<file path="config.mk">
export PLATFORM = sky130hd
export DESIGN_NAME = nap_countdown_ctrl
export DESIGN_NICKNAME = d
export VERILOG_FILES = /design/src/rtl/nap_countdown_ctrl.sv
export SDC_FILE = /design/constraint.sdc
export NUM_CORES = 1
export LEC_CHECK = 0
export BUFFER_PORTS_ARGS = -buffer_cell sky130_fd_sc_hd__buf_2
export CORE_MARGIN = 1
export CORE_UTILIZATION = 45
export DETAILED_ROUTE_END_ITERATION = 10
export GPL_TIMING_DRIVEN = 0
export PLACE_DENSITY_LB_ADDON = 0.15
export SKIP_CTS_REPAIR_TIMING = 1
export SLEW_MARGIN = 20
export SYNTH_ARGS = -nofsm -noshare
export SYNTH_HDL_FRONTEND = slang
export SYNTH_SLANG_ARGS = --single-unit
</file>
<file path="constraint.sdc">
create_clock -name clock -period 2.88 [get_ports clock]
set_input_delay 0.288 -clock clock [delete_from_list [all_inputs] [get_ports clock]]
set_output_delay 0.288 -clock clock [all_outputs]
set_load 0.01 [all_outputs]
</file>
<file path="src/rtl/nap_countdown_ctrl.sv">
// nap_countdown_ctrl: BCD HH:MM:SS nap countdown with pause, alarm and ack.
// Snooze support is built only when NAP_SNOOZE_EN is defined.
module nap_countdown_ctrl #(
  parameter int TICK_CYCLES = 500000,
  parameter int SNOOZE_MIN  = 5,
  parameter int MAX_SNOOZE  = 3
) (
  input  logic        clock,
  input  logic        reset,
  input  logic        load,
  input  logic [23:0] set_time,
  input  logic        start,
  input  logic        pause,
  input  logic        cancel,
  input  logic        ack,
  input  logic        snooze,
  output logic [23:0] remaining,
  output logic [2:0]  state,
  output logic        tick,
  output logic        done,
  output logic        alarm,
  output logic        error,
  output logic [3:0]  snooze_cnt
);
  typedef enum logic [2:0] {IDLE = 3'd0, ARMED = 3'd1, RUN = 3'd2, PAUSE = 3'd3, ALARM = 3'd4} state_t;
  localparam int PW = $clog2(TICK_CYCLES);
  localparam logic [PW-1:0] PRE_END = PW'(TICK_CYCLES - 1);
  localparam logic [23:0] SNZ_T = {8'h00, 4'(SNOOZE_MIN / 10), 4'(SNOOZE_MIN % 10), 8'h00};
`ifdef NAP_SNOOZE_EN
  localparam bit SNZ_EN = 1'b1;
`else
  localparam bit SNZ_EN = 1'b0;
`endif
  state_t state_q, state_d;
  logic [23:0] rem_q, rem_d, rem_dec;
  logic [PW-1:0] pre_q, pre_d;
  logic tick_d, done_d, err_q, err_d, vld, snz_go;
  logic hi_ak, hi_sn, hi_pa, hi_st, hi_ld;
  logic [3:0] cnt_q;
  function automatic logic valid_time(input logic [23:0] t);
    return t[3:0] <= 4'd9 && t[7:4] <= 4'd5 && t[11:8] <= 4'd9 && t[15:12] <= 4'd5 &&
           t[19:16] <= 4'd9 && (t[23:20] < 4'd2 || (t[23:20] == 4'd2 && t[19:16] <= 4'd3));
  endfunction
  // Each digit borrows from the next one up; callers never pass 00:00:00.
  function automatic logic [23:0] dec_bcd(input logic [23:0] t);
    logic [23:0] r;
    r = t;
    if (t[3:0] != 4'd0) r[3:0] = t[3:0] - 4'd1;
    else begin
      r[3:0] = 4'd9;
      if (t[7:4] != 4'd0) r[7:4] = t[7:4] - 4'd1;
      else begin
        r[7:4] = 4'd5;
        if (t[11:8] != 4'd0) r[11:8] = t[11:8] - 4'd1;
        else begin
          r[11:8] = 4'd9;
          if (t[15:12] != 4'd0) r[15:12] = t[15:12] - 4'd1;
          else begin
            r[15:12] = 4'd5;
            if (t[19:16] != 4'd0) r[19:16] = t[19:16] - 4'd1;
            else begin
              r[19:16] = 4'd9;
              r[23:20] = t[23:20] - 4'd1;
            end
          end
        end
      end
    end
    return r;
  endfunction
  assign hi_ak = ack & ~cancel;
  assign hi_sn = snooze & ~cancel & ~ack;
  assign hi_pa = pause & ~(cancel | ack | snooze);
  assign hi_st = start & ~(cancel | ack | snooze | pause);
  assign hi_ld = load & ~(cancel | ack | snooze | pause | start);
  assign vld = valid_time(set_time);
  assign rem_dec = dec_bcd(rem_q);
  assign snz_go = SNZ_EN && state_q == ALARM && hi_sn && cnt_q != 4'(MAX_SNOOZE);
  always_comb begin
    state_d = state_q;
    rem_d = rem_q;
    pre_d = pre_q;
    tick_d = 1'b0;
    done_d = 1'b0;
    err_d = err_q;
    if (cancel) begin
      state_d = IDLE;
      rem_d = '0;
    end else begin
      case (state_q)
        IDLE: if (hi_ld) begin
          state_d = vld ? ARMED : IDLE;
          rem_d = vld ? set_time : rem_q;
          err_d = !vld;
        end
        ARMED: if (hi_st) begin
          state_d = rem_q == '0 ? ALARM : RUN;
          done_d = rem_q == '0;
          pre_d = '0;
        end else if (hi_ld) begin
          rem_d = vld ? set_time : rem_q;
          err_d = err_q | !vld;
        end
        RUN: if (hi_pa) state_d = PAUSE;
        else if (pre_q == PRE_END) begin
          pre_d = '0;
          tick_d = 1'b1;
          rem_d = rem_dec;
          state_d = rem_dec == '0 ? ALARM : RUN;
          done_d = rem_dec == '0;
        end else pre_d = pre_q + 1'b1;
        PAUSE: if (hi_st) state_d = RUN;
        ALARM: if (hi_ak) begin
          state_d = IDLE;
          rem_d = '0;
        end else if (snz_go) begin
          state_d = RUN;
          rem_d = SNZ_T;
          pre_d = '0;
        end
        default: state_d = IDLE;
      endcase
    end
  end
  always_ff @(posedge clock) begin
    if (!reset) begin
      state_q <= IDLE;
      rem_q <= '0;
      pre_q <= '0;
      tick <= 1'b0;
      done <= 1'b0;
      err_q <= 1'b0;
    end else begin
      state_q <= state_d;
      rem_q <= rem_d;
      pre_q <= pre_d;
      tick <= tick_d;
      done <= done_d;
      err_q <= err_d;
    end
  end
`ifdef NAP_SNOOZE_EN
  always_ff @(posedge clock) begin
    if (!reset || cancel || (state_q == IDLE && hi_ld && vld)) cnt_q <= '0;
    else if (snz_go) cnt_q <= cnt_q + 4'd1;
  end
`else
  assign cnt_q = '0;
`endif
  assign remaining = rem_q;
  assign state = state_q;
  assign alarm = state_q == ALARM;
  assign error = err_q;
  assign snooze_cnt = cnt_q;
endmodule

</file>
Word-level counts from Yosys, hierarchy flattened
Index checks and enable logic that the tools add are counted.
{"block": "totals", "reg_bits": 49}
{"block": "op_classes", "addsub": 7, "n_lt_le_gt_ge": 7, "eq_ne": 15, "n_mux": 40, "bitwise": 15, "n_reduce_logical": 25}
{"operator": "24-bit 2-to-1 mux", "n": 6}
{"operator": "24-bit case mux with 4 select lines", "n": 1}
{"operator": "19-bit 2-to-1 mux", "n": 3}
{"operator": "24-bit zero test", "n": 2}
{"operator": "19-bit case mux with 2 select lines", "n": 1}
{"operator": "3-bit 2-to-1 mux", "n": 8}
{"operator": "4-bit 2-to-1 mux", "n": 6}
{"operator": "4-bit nonzero test", "n": 6}
{"operator": "4-bit by 1-bit subtractor with 4-bit output (second input constant)", "n": 6}
{"operator": "20-bit 2-to-1 mux", "n": 1}
{"operator": "19-bit by 1-bit adder with 19-bit output (second input constant)", "n": 1}
{"operator": "19-bit equality test (second input constant)", "n": 1}
{"operator": "16-bit 2-to-1 mux", "n": 1}
{"operator": "3-bit case mux with 5 select lines", "n": 1}
{"operator": "5-bit AND reduction", "n": 3}
{"operator": "2-bit inequality test (second input constant)", "n": 7}
{"operator": "4-bit less-or-equal comparator (second input constant)", "n": 3}
{"operator": "12-bit 2-to-1 mux", "n": 1}
{"operator": "4-bit by 3-bit less-or-equal comparator with 1-bit output (second input constant)", "n": 2}
{"operator": "1-bit 2-to-1 mux", "n": 8}
{"operator": "8-bit 2-to-1 mux", "n": 1}
{"operator": "3-bit by 2-bit equality test with 1-bit output (second input constant)", "n": 2}
{"operator": "1-bit logical AND", "n": 6}
{"operator": "1-bit inverter", "n": 6}
{"operator": "17 further kinds", "n": 26}

Longest topological paths before layout
Gate-level depths: netlist (run 1).
{"block": "depth", "ltp_word": 11, "depth_mapped": 10, "ltp_nobuf": 8}

Worst setup path after synthesis (run 1)
No wires, ideal clock.
{"block": "synth_path", "path_kind": "reg2reg", "from": "register rem_q[0] (netlist: remaining[0])", "to": "register state_q[1] (netlist: state[1])", "setup_ns": 0.117, "arrival_time_ns": 2.236, "t_required_ns": 2.763, "slack_ns": 0.528, "path_stages_with_launch": 10, "period_less_slack_ns": 2.352, "cell_sequence": "dfxtp_1 inv_1 ha_1 or3b_2 clkbuf_1 nor3_1 mux2i_1 nand2_1 or3_1 a22o_1"}
{"block": "synth_between", "elab_chain_cells": 7, "word_cells_on_any_way": 12}
{"item": "start: declaration", "line_no": "35", "text": "logic [23:0] rem_q, rem_d, rem_dec;"}
{"item": "start signal: assignment", "line_no": "135", "text": "rem_q <= rem_d;"}
{"item": "4-bit by 1-bit subtractor with 4-bit output or 4-bit nonzero test (tied branches)", "line_no": "48", "text": "if (t[3:0] != 4'd0) r[3:0] = t[3:0] - 4'd1;"}
{"item": "4-bit 2-to-1 mux or 20-bit 2-to-1 mux (tied branches)", "line_no": "48"}
{"item": "24-bit zero test", "line_no": "109", "text": "state_d = rem_dec == '0 ? ALARM : RUN;"}
{"item": "3-bit 2-to-1 mux", "line_no": "109"}
{"item": "3-bit 2-to-1 mux", "line_no": "105", "text": "else if (pre_q == PRE_END) begin"}
{"item": "3-bit 2-to-1 mux", "line_no": "104", "text": "RUN: if (hi_pa) state_d = PAUSE;"}
{"item": "3-bit case mux with 5 select lines (*)", "line_no": "90", "text": "case (state_q)"}
{"item": "end signal: assignment", "line_no": "134", "text": "state_q <= state_d;"}
{"item": "end: declaration", "line_no": "34", "text": "state_t state_q, state_d;"}
Mark *: on every way between the ends. The rest lies on a longest branch, timed or not. The select of a mux whose other input is x is not followed.
A chain may end at the register's enable or synchronous reset.

Worst setup path in the final report (run 1)
{"block": "layout_path", "from": "register rem_q[0] (netlist: remaining[0])", "to": "register state_q[2] (netlist: state[2])"}
Same word-level chain as after synthesis.

==> impl_summary.md, run 1 <==
Timing
The achievable clock frequency is 0.371 GHz. The total count of max-transition violations in the final report is 0. Setup slack on the critical path of the routed design comes to 0.186 ns. Of the available clock period, the critical path in the final layout requires 93.5%. Setup violations remaining at the end of the flow were counted as 0. After layout, the minimum clock period comes to 2.69 ns. Setup repair after global routing left no endpoint under its margin. The number of endpoints with negative hold slack in the final report came to 0. The worst slew slack as a fraction of its limit is 56.3%. The summed negative setup slack over all endpoints is 0 ns. The slew at the pin with the worst max-slew slack is between 0.6 and 0.7 ns. Between clock sinks in the finished design, the worst skew comes to 0.0155 ns.

Worst setup path
The required time reported for the critical path endpoint is 3.12 ns. The critical path class is flop to flop. The worst reg-to-reg setup slack is 0.19 ns. The startpoint kind of the worst setup timing path is a flop. The worst setup path is captured at a flop. Of all nets on the critical path, the largest fanout is 8. The arrival time at the worst endpoint is 2.94 ns.

Floorplan
During I/O placement, the number of pins put on the boundary was 67. For this configuration, the core starts out at a cell density of 46.7%. In this run the core area contains 30 standard-cell rows. From left edge to right edge, the die measures ~86 um. The area enclosed by the die boundary is 0.00739 mm2. From bottom edge to top edge, the die measures between 80 and 90 um. The area of the core is between 0.006 and 0.007 mm2.

Placed design
Once placement finished, the instance area stood at 0.00361 mm2. The HPWL reported at the end of detailed placement is 7010 um. The number of I/O port buffers is between 60 and 70.

At the end of routability-driven placement, the weighted congestion stood at between 0.8 and 0.9. The setup slack at placement is 0.195 ns. The number of placed instances, taps included is 567.

Synthesis
The average instance in the mapped netlist occupies 7.80 um2. The gate count after technology mapping is 407. In the synthesized netlist the async set-or-reset flop fraction comes to 0%. For this run, the leading register cell type out of synthesis is dfxtp_1. Counting flops and latches in the post-synthesis netlist gives 49. The number of distinct library cells after synthesis is 64. The number of synthesized flops with an enable pin is 0.

The sequential area share after synthesis is a little under a third. Summing every instance area after synthesis gives ~0.0032 mm2. For this run, the number of Yosys warnings is 0.

Final layout
The net total in the final layout is 516. The non-filler instance count after layout is ~580. 0 antenna diodes ended up in the layout. The finished layout cell area is 0.00374 mm2. The share of layout cells above drive strength 1 is between 20% and 30%.

The library cells used most frequently in the layout, excluding fill and tap cells, are buf_2 (68), nor2_1 (54), dfxtp_1 (49). Compared with the post-synthesis result, the final layout area differs by 17.8%. Leaving out fill and tap cells, the most frequent cell in the layout is buf_2.

Min path
The type of the tightest min-delay check is input port to flop.

Drt
The final route contains 3430 vias. The final layout contains routed wiring with a total length of slightly below 10000 um. After detailed routing, the average wire length per cell comes to 16.8 um. After detailed routing, the number of remaining DRC violations is 0. The via density per instance is between 5 and 6. The first TritonRoute pass finished after 5 iterations.

The first routing iteration left 311 violations. Once detail routing completed, the nets flagged for antenna violations numbered 0.

GRT
The pin count of the biggest net entering global routing is 16. The initial antenna violation count was 0. The via count of the first global-routing pass is 3070.

The wire length of the first global-routing pass is 15300 um. Global routing consumed, over all layers together, 26.3% of the routing resources. Summed over all layers, the global routing overflow is 0.

Clocking
The CTS tree is done. Counting along the longest clock path gives a buffer depth of 2. The number of buffers created by CTS is 5. The H-tree generated during clock tree synthesis spans 2 levels.

The tree is rooted in a clkbuf_8. The TritonCTS sink count is 49. The clock edge transition at the registers on the reported setup and hold paths is around 0.1 ns.

For the worst-skew pair, the clock arrives at the later sink with an insertion delay of about 0.32 ns.

Pwr
Dividing total power by cell area gives a power density of 347 mW/mm2. Across the VDD grid, the largest voltage drop is 0.226 mV. The leakage power figure is approximately 1.5 nW.

Run
Max-cap violations in this run came to 0.

Status
The run finished with clean final reports.
## path summary, 6_finish.rpt
kind                 from       endpoint  cells past startpoint
min          set_time[21]  remaining[21]                      3
min reg2reg      pre_q[4]       pre_q[4]                      2
max          remaining[0]       state[2]                      9
max reg2reg  remaining[0]       state[2]                      9
## metrics by stage
step	hold WS, ns	utilization [%]	total power, W
after floorplan	0.441	-	0.000733
after global placement	0.477	53.1	0.000772
after detailed placement	0.487	53.1	0.000772
after CTS	0.258	54.9	0.00130
after global routing	0.274	55.0	0.00133
final	0.253	55.0	0.00130
## layer usage
layer / share of wire (%) / up-vias / track usage (%) / wire length, um
met2: 46 / 156 / 42.6 / 4430
met1: 46 / 1614 / 36.2 / 4480
met3: 5.9 / 20 / 4.14 / 571
met5: 0 / - / 0 / 0
li1: - / 1640 / - / -
met4: 2.0 / 0 / 6.97 / 189
## area by class of cell
| type | count | area (um2) |
|---|---|---|
| tap | 96 | 120 |
| fill | 671 | 3050 |
| clock inverter | 2 | 37.5 |
| sequential | 49 | 981 |
| multi-input combinational | 323 | 2030 |
| clock buffer | 6 | 82.6 |
| inverter | 13 | 48.8 |
| buffer | 25 | 133 |
| timing repair buffer | 61 | 305 |
## worst max-delay path, stage by stage, from the launching register on
cell and delay, ns:
dfxtp_1 0.38, inv_1 0.10, ha_1 0.20, or3b_2 0.44, clkbuf_1 0.21, nor3_1 0.22
mux2i_1 0.29, nand2_1 0.12, or4_1 0.49, a21oi_1 0.15
## state kept, by name (all words and copies together), names as in the netlist
name and count:
pre_q 19, state 3, tick 1, remaining 24
error 1, done 1
## where the power goes
part           total (W)  internal, W  switching, W
registers       0.000677     0.000677  0.0000000655
clock network   0.000540     0.000283      0.000257
logic          0.0000803    0.0000339     0.0000463
total            0.00130     0.000994      0.000304
## Yosys cell counts (3+ instances only)
master | instances | share of area [%]
a211oi_1 | 12 | 2.8
a21o_1 | 4 | 0.95
a21oi_1 | 31 | 4.9
a22oi_1 | 10 | 2.4
a311oi_1 | 3 | 0.83
a31oi_1 | 4 | 0.79
a32o_1 | 4 | 1.3
and2_1 | 4 | 0.79
and3_1 | 4 | 0.79
buf_2 | 7 | 1.1
buf_4 | 6 | 1.4
clkbuf_1 | 11 | 1.3
dfxtp_1 | 49 | 31
ha_1 | 6 | 2.4
inv_1 | 13 | 1.5
mux2i_1 | 4 | 1.3
nand2_1 | 27 | 3.2
nand2b_1 | 6 | 1.2
nand3_1 | 12 | 1.9
nand4_1 | 9 | 1.8
nor2_1 | 55 | 6.5
nor2b_1 | 4 | 0.79
nor3_1 | 22 | 3.5
nor4_1 | 10 | 2.0
nor4_2 | 3 | 1.2
o21ai_0 | 17 | 2.7
or3_1 | 3 | 0.59
or4_1 | 3 | 0.71
xnor2_1 | 10 | 2.8
xor2_1 | 8 | 2.2
## cells by family (layout without fill, tap and decap cells)
group / Yosys count / in the layout / synth area share (%)
flops: 49 / 49 / 30.9
xor+xnor: 18 / 18 / 4.97
buf+inv: 38 / 107 / 5.72
simple gates: 179 / 179 / 30.5
compound gates: 110 / 110 / 23.5
mux: 6 / 6 / 1.97
fa+ha+maj: 6 / 6 / 2.36
other cells: 1 / 4 / 0.118
Power figures use the tool's default switching activity.
==> inputs of run 2 (changes only) <==
Clock period 2.88 ns to 2.15 ns, I/O delays scaled along.
==> run 2 against run 1 <==
  * The flow now finishes with violations (negative setup slack)
  * Critical endpoint unchanged
  * Combinational power up 39%
  * Final area up 13%
  * Global-route usage down 0.92 points
  * Worst setup slack worse by 0.37 ns
  * Via count up 2.3%
==> impl_summary.md, run 2 (synthesis results as in run 1) <==
Timing
The share of the clock period used by the worst path is 109%. The slew at the pin with the worst max-slew slack is approximately 0.7 ns. The number of failing setup endpoints in the final timing report is 11. Once routing completed, OpenROAD measured the worst setup slack at -0.185 ns.

The total count of max-transition violations in the final report is 0. Setup repair after global routing could not meet its margin everywhere. Clock skew on the completed layout was measured at 0.0110 ns. The number of endpoints with negative hold slack in the final report is 0. Timing would allow up to 0.428 GHz. The shortest clock period the worst path allows after layout is 2.33 ns. The worst slew slack as a fraction of its limit is a little over half. Hold is met by 0.207 ns.

Drt
The count of antenna-violating nets left after detailed routing is 0. After detailed routing, the number of vias per cell comes to 5.94. Summing over every cut layer, the via total after detailed routing is between 3000 and 4000. After detailed routing, the average wire length per cell comes to 17.3 um.

The number of DRC markers in iteration 0 is 340. For this block, the routed nets add up to just over 10000 um of wire. The first-pass detailed-route iteration total is 6. For this run, design rule violations remaining after detail routing come to 0.

GRT
Global routing finished with a remaining overflow of 0. The first global-routing pass estimated 14800 um of wire. The via count of the first global-routing pass was 3079. Entering global routing, the biggest net connects 16 pins. The initial antenna violation count is 0. Global routing used 25.4% of the available tracks across all layers.

Worst setup path
The type of destination of the critical path is a flop. The endpoint of the worst-slack reg-to-reg timing path is state[2]. The reg-to-reg startpoint is remaining[1]. The critical path starts at remaining[1]. Counting both buffers and inverters, the worst setup path holds a total of 1. The critical path class is flop to flop.

The highest fanout seen on the critical path is 6. The largest delay contributor family on the critical path is simple AND/OR/NAND/NOR gates. The signal on the critical path passes through inv_4 -> ha_4 -> nor3b_4 -> nand4_1 -> a21boi_0 -> o22ai_2 -> or4_4 -> a21oi_2. The logic depth of the worst setup path including buffers is 8. The startpoint kind of the worst setup timing path is a flop.

The worst reg-to-reg setup slack is -0.18 ns. For the worst setup path, the data required time is approximately 2.4 ns. The cell depth of the worst flop-to-flop path is 8.

The arrival time at the worst endpoint is 2.59 ns. The slowest library cell on the worst path is or4_4. The delay of the slowest cell on the worst path is 0.53 ns. The capture point of the worst path is state[2].

Pwr
The internal power component is 0.00136 W. The fraction of power spent switching nets is 22.7%. For this design the total switching power over the nets is 0.000400 W.

The share of total power dissipated in combinational logic is 6.3%. The leakage power figure is 1.72 nW. Registers are responsible for 51.1% of the overall power. Across the VDD grid, the largest voltage drop is 0.371 mV. The clock network accounts for 42.5% of the total power. The power density over the cells is 418 mW/mm2.

Floorplan
The area of the core is 0.00679 mm2. The die is 86.0 um tall. The floorplan has 30 rows.

The number of top-level pins is 67. The die boundary width is 86.0 um. The area enclosed by the die boundary is 0.00739 mm2. Once the floorplan was initialized, standard cells occupied 46.7% of the core.

Final layout
The relative area change from synthesis to final layout is 33.0%. After the last flow step, the layout net total stands at roughly 530. The multi-input gate area in the final layout is 0.00227 mm2. Leaving out fill and tap cells, the most frequent cell in the layout is buf_2. The finished layout holds 591 standard cells, fillers aside. The number of fill cells in the layout is 583. The top cell types in the final layout, fill and taps aside, are buf_2 (65), nor2_1 (49), dfxtp_1 (41). The finished layout cell area is 0.00422 mm2.

In the final layout, the share of cells above drive strength 1 is 34.7%. The antenna diode instance count is 0. The register with the most flip-flops in the layout has 24 of them. The sequential cells in the finished layout cover a total of 0.00100 mm2.

Placed design
The placed instance area is 0.00364 mm2. Once placement completed, the tool counted placed cells totaling 567. The HPWL reported at the end of detailed placement is about 6900 um. Routability-driven placement finished with a final weighted congestion of 0.893. The setup slack at placement is -0.545 ns. Port buffering added around 60 buffers.

Clocking
The clock root buffer is clkbuf_8. The number of buffers created by CTS is 5. The clock edge transition at the registers on the reported setup and hold paths is roughly 0.10 ns. Clock latency on the worst-skew pair, taken at its later pin, is 0.31 ns. The clock tree synthesis step divided the H-tree into 2 levels.

The TritonCTS sink count is 49. The CTS tree is done. The maximum clock path buffer count is 2.

Status
The checks that failed: negative setup slack. The flow ran to the end, but the final reports show violations.

Run
The max-capacitance violation count is 0.

Min path
The tightest min-delay check is of the input port to flop type.
==> run 2: cell types whose count changed in the layout (fill, tap and decap cells not counted), moves of 5 or more <==
cell,delta
nor3_1,-5
nor2_1,-5
dfxtp_1,-8
a21oi_1,-8
a21oi_2,+7
a211oi_2,+5
buf_4,+13
clkbuf_1,-5
a211oi_1,-5
==> run 2: final cells by class <==
cell class	instances	share of cell area [%]
multi-input cells	323	53.9
flip-flops and latches	49	23.7
repair buffers	78	11.2
plain buffers	24	4.09
well taps	96	2.84
clock buffers	6	2.22
inverters	13	1.27
clock inverters	2	0.830
==> run 2: layer usage <==
layer / GRT usage (%) / up-vias / part of all wire, %
met5: 0 / - / 0
met4: 9.39 / 0 / 2.3
met3: 3.66 / 26 / 7.0
met2: 42.1 / 163 / 48
met1: 33.3 / 1639 / 42
li1: - / 1681 / -
==> run 2: worst min path at each step <==
stage                       startpoint            end  slack (ns)  cells after the start
after floorplan           set_time[21]  remaining[21]        0.37                      2
after global placement        pre_q[4]       pre_q[4]        0.48                      2
after detailed placement     pre_q[18]      pre_q[18]        0.50                      1
after CTS                 set_time[21]  remaining[21]        0.20                      3
after global routing      set_time[21]  remaining[21]        0.20                      3
final                     set_time[21]  remaining[21]        0.21                      3
==> run 2: worst register-to-register path, cell delays in order (launching register included) <==
cell	delay, ns
dfxtp_4	0.37
inv_4	0.06
ha_4	0.14
nor3b_4	0.36
nand4_1	0.20
a21boi_0	0.34
o22ai_2	0.16
or4_4	0.53
a21oi_2	0.12
==> run 2: power by group through the flow <==
stage / clock network [W] / logic [W] / registers, W
after CTS: 0.000758 / 0.000107 / 0.000906
final: 0.000750 / 0.000112 / 0.000902
after global routing: 0.000810 / 0.000121 / 0.000902
after global placement: 0 / 0.000106 / 0.000927
after detailed placement: 0 / 0.000106 / 0.000927
after floorplan: 0 / 0.0000539 / 0.000927
==> run 2: through the flow <==
step | total power (W) | TNS [ns] | util (%)
after global routing | 0.00183 | -2.23 | 62.2
after detailed placement | 0.00103 | -13.58 | 53.6
final | 0.00176 | -1.22 | 62.2
after CTS | 0.00177 | -14.22 | 55.5
after global placement | 0.00103 | -12.53 | 53.6
after floorplan | 0.000981 | -0.0107 | -
==> inputs of run 3 (changes only) <==
Settings changed: CTS_BUF_LIST from default to sky130_fd_sc_hd__clkbuf_4 sky130_fd_sc_hd__clkbuf_8.
==> run 3 against run 2 <==
  * The flow still finishes with violations (negative setup slack)
  * Final area increased by 0.12%
  * Hold slack got worse by 0.00073 ns
  * First-iteration DRC count decreased by 11%
  * Total power increased by 2.1%
  * Maximum frequency about the same
  * Clock-buffer cell count decreased by 1
  * Largest cell class unchanged
  * Largest power group unchanged
==> impl_summary.md, run 3 (synthesis results as in run 1) <==
Final layout
Compared with the post-synthesis result, the final layout area differs by 33.2%. The commonest non-fill, non-tap cell in the layout is buf_2. The repair_antennas step left the layout with diodes totalling 0.

Leaving out fill and tap cells, the most frequent cells in the layout are buf_2 (65), nor2_1 (49), dfxtp_1 (41). Excluding fillers, the count of instances in the completed layout stands at approximately 600. The net total in the final layout is roughly 530. Once layout is done, the placed cells without fillers occupy 0.00423 mm2. The final core utilization is 62.2%. The share of layout cells above drive strength 1 is 34.7%.

The flip-flop count of the largest register, all copies and words added is 24.

Pwr
IR analysis of the VDD net gives a maximum drop of 0.370 mV. The leakage power figure is 1.72 nW. For this design the ratio of total power to cell area is 426 mW/mm2.

GRT
In the global route stage, overall resource usage came out at about a quarter. The pin count of the biggest net entering global routing is 16. The via count of the first global-routing pass is 3079. After global routing the overflow that remains totals 0. The wire length of the first global-routing pass is between 10000 and 15000 um. The initial antenna violation count is 0.

Timing
Once routing completed, OpenROAD measured the worst setup slack at -0.187 ns. The slew at the pin with the worst max-slew slack is 0.697 ns. The final clock skew is 0.0101 ns. The achievable clock frequency is 0.428 GHz. The total count of max-transition violations in the final report is 0. Setup repair after global routing could not meet its margin everywhere. Dividing the final minimum period by the clock period gives 109%. The shortest clock period the worst path allows after layout is 2.34 ns. The worst hold slack after final layout is 0.207 ns. The number of failing setup endpoints in the final timing report is 13. The number of endpoints with negative hold slack in the final report is 0. The worst slew slack as a fraction of its limit is 53.5%.

Min path
The depth of the worst hold-timing path is 3. The path class of the tightest hold or removal check is input port to flop.

Worst setup path
The worst setup path is launched from a flop. The worst setup path is captured at a flop. Counting both buffers and inverters, the worst setup path holds a total of 1. For this run, the slowest stage of the critical path takes 0.53 ns. The logic depth of the worst setup path including buffers is 8. The highest fanout seen on the critical path is 6.

For the worst flop-to-flop path, the logic depth is 8. The slowest library cell on the worst path is or4_4. Traced cell by cell, the critical path runs through inv_4 -> ha_4 -> nor3b_4 -> nand4_1 -> a21boi_0 -> o22ai_2 -> or4_4 -> a21oi_2. By startpoint and endpoint, the worst setup path is classified as flop to flop.

The setup check on the worst reg-to-reg path leaves a slack of -0.19 ns. STA puts the critical path data required time at 2.40 ns. For the worst setup path, the data arrival time is 2.58 ns. On the critical path the largest part of the delay comes from simple AND/OR/NAND/NOR gates.

Clocking
In this run the clock root is driven by a clkbuf_8. The number of buffers created by CTS is 5. For this design, the sink count on the clock tree is 49. The clock edge transition at the registers on the reported setup and hold paths is 0.09 ns.

The clock reaches the later pin of the worst-skew pair after 0.31 ns. The H-tree was split into 2 levels. The CTS tree is done. The clock passes through at most 2 buffers.

Drt
After detailed routing, the number of vias per cell comes to 5.97. After detailed routing, the average wire length per cell comes to roughly 17 um. The total wire length after detailed routing is 10200 um. Across all layers, the routed design uses 3530 vias. The number of DRC markers in iteration 0 is 302. The first-pass detailed-route iteration total is 5. The count of antenna-violating nets left after detailed routing is 0. After detailed routing, the number of remaining DRC violations is 0.

Floorplan
The y dimension of the die is 86.0 um. Once the floorplan was initialized, standard cells occupied 46.7% of the core. The die boundary width is between 80 and 90 um. In this run the core area contains 30 standard-cell rows. The region available for standard cell placement spans slightly below 0.007 mm2. The area enclosed by the die boundary is between 0.007 and 0.008 mm2. The number of top-level pins is 67.

Placed design
Detailed placement ended at an HPWL of about 7000 um. During placement, the flow inserted port buffers numbering 61. The placed instances occupy a cell area of 0.00364 mm2.

The final weighted congestion in routability-driven placement is a little under 0.9. At the placement stage, the worst setup path has a slack of -0.545 ns. The number of placed instances, taps included is 567.

Status
The flow ran to the end, but the final reports show violations. The final reports fail on negative setup slack.

Run
Max-cap violations in this run came to 0.
-- run 3: layer usage --
layer	up-vias	wire, um	part of all wire (%)	track usage (%)
met5	-	0	0	0
met4	0	278	2.7	9.39
met3	37	704	6.9	3.66
met2	175	4860	48	42.1
met1	1641	4320	43	33.3
li1	1677	-	-	-
-- run 3: final timing paths --
| kind | to | from |
|---|---|---|
| min reg2reg | pre_q[4] | pre_q[4] |
| min | remaining[21] | set_time[21] |
| max | state[2] | remaining[1] |
| max reg2reg | state[2] | remaining[1] |
-- run 3: worst min-delay path, cell delays in order --
cell	delay (ns)
buf_2	0.11
nand2_1	0.06
a31oi_1	0.08
-- run 3: final cells by class --
cell class | count | area (um2)
Fill cell | 583 | 2570
Multi-Input combinational cell | 323 | 2270
Sequential cell | 49 | 1000
Timing Repair Buffer | 78 | 472
Buffer | 24 | 173
Tap cell | 96 | 120
Clock buffer | 5 | 68.8
Clock inverter | 3 | 65.1
Inverter | 13 | 53.8
-- run 3: power breakdown --
group          internal, W  switching [W]  total (W)
sequential        0.000902   0.0000000960   0.000902
clock             0.000462       0.000325   0.000788
combinational    0.0000463      0.0000652   0.000112
total              0.00141       0.000390    0.00180
-- run 3: stage by stage --
stage	power [W]	TNS (ns)
after floorplan	0.000981	-0.0107
after global placement	0.00103	-12.53
after detailed placement	0.00103	-13.58
after CTS	0.00181	-14.17
after global routing	0.00188	-2.50
final	0.00180	-1.23
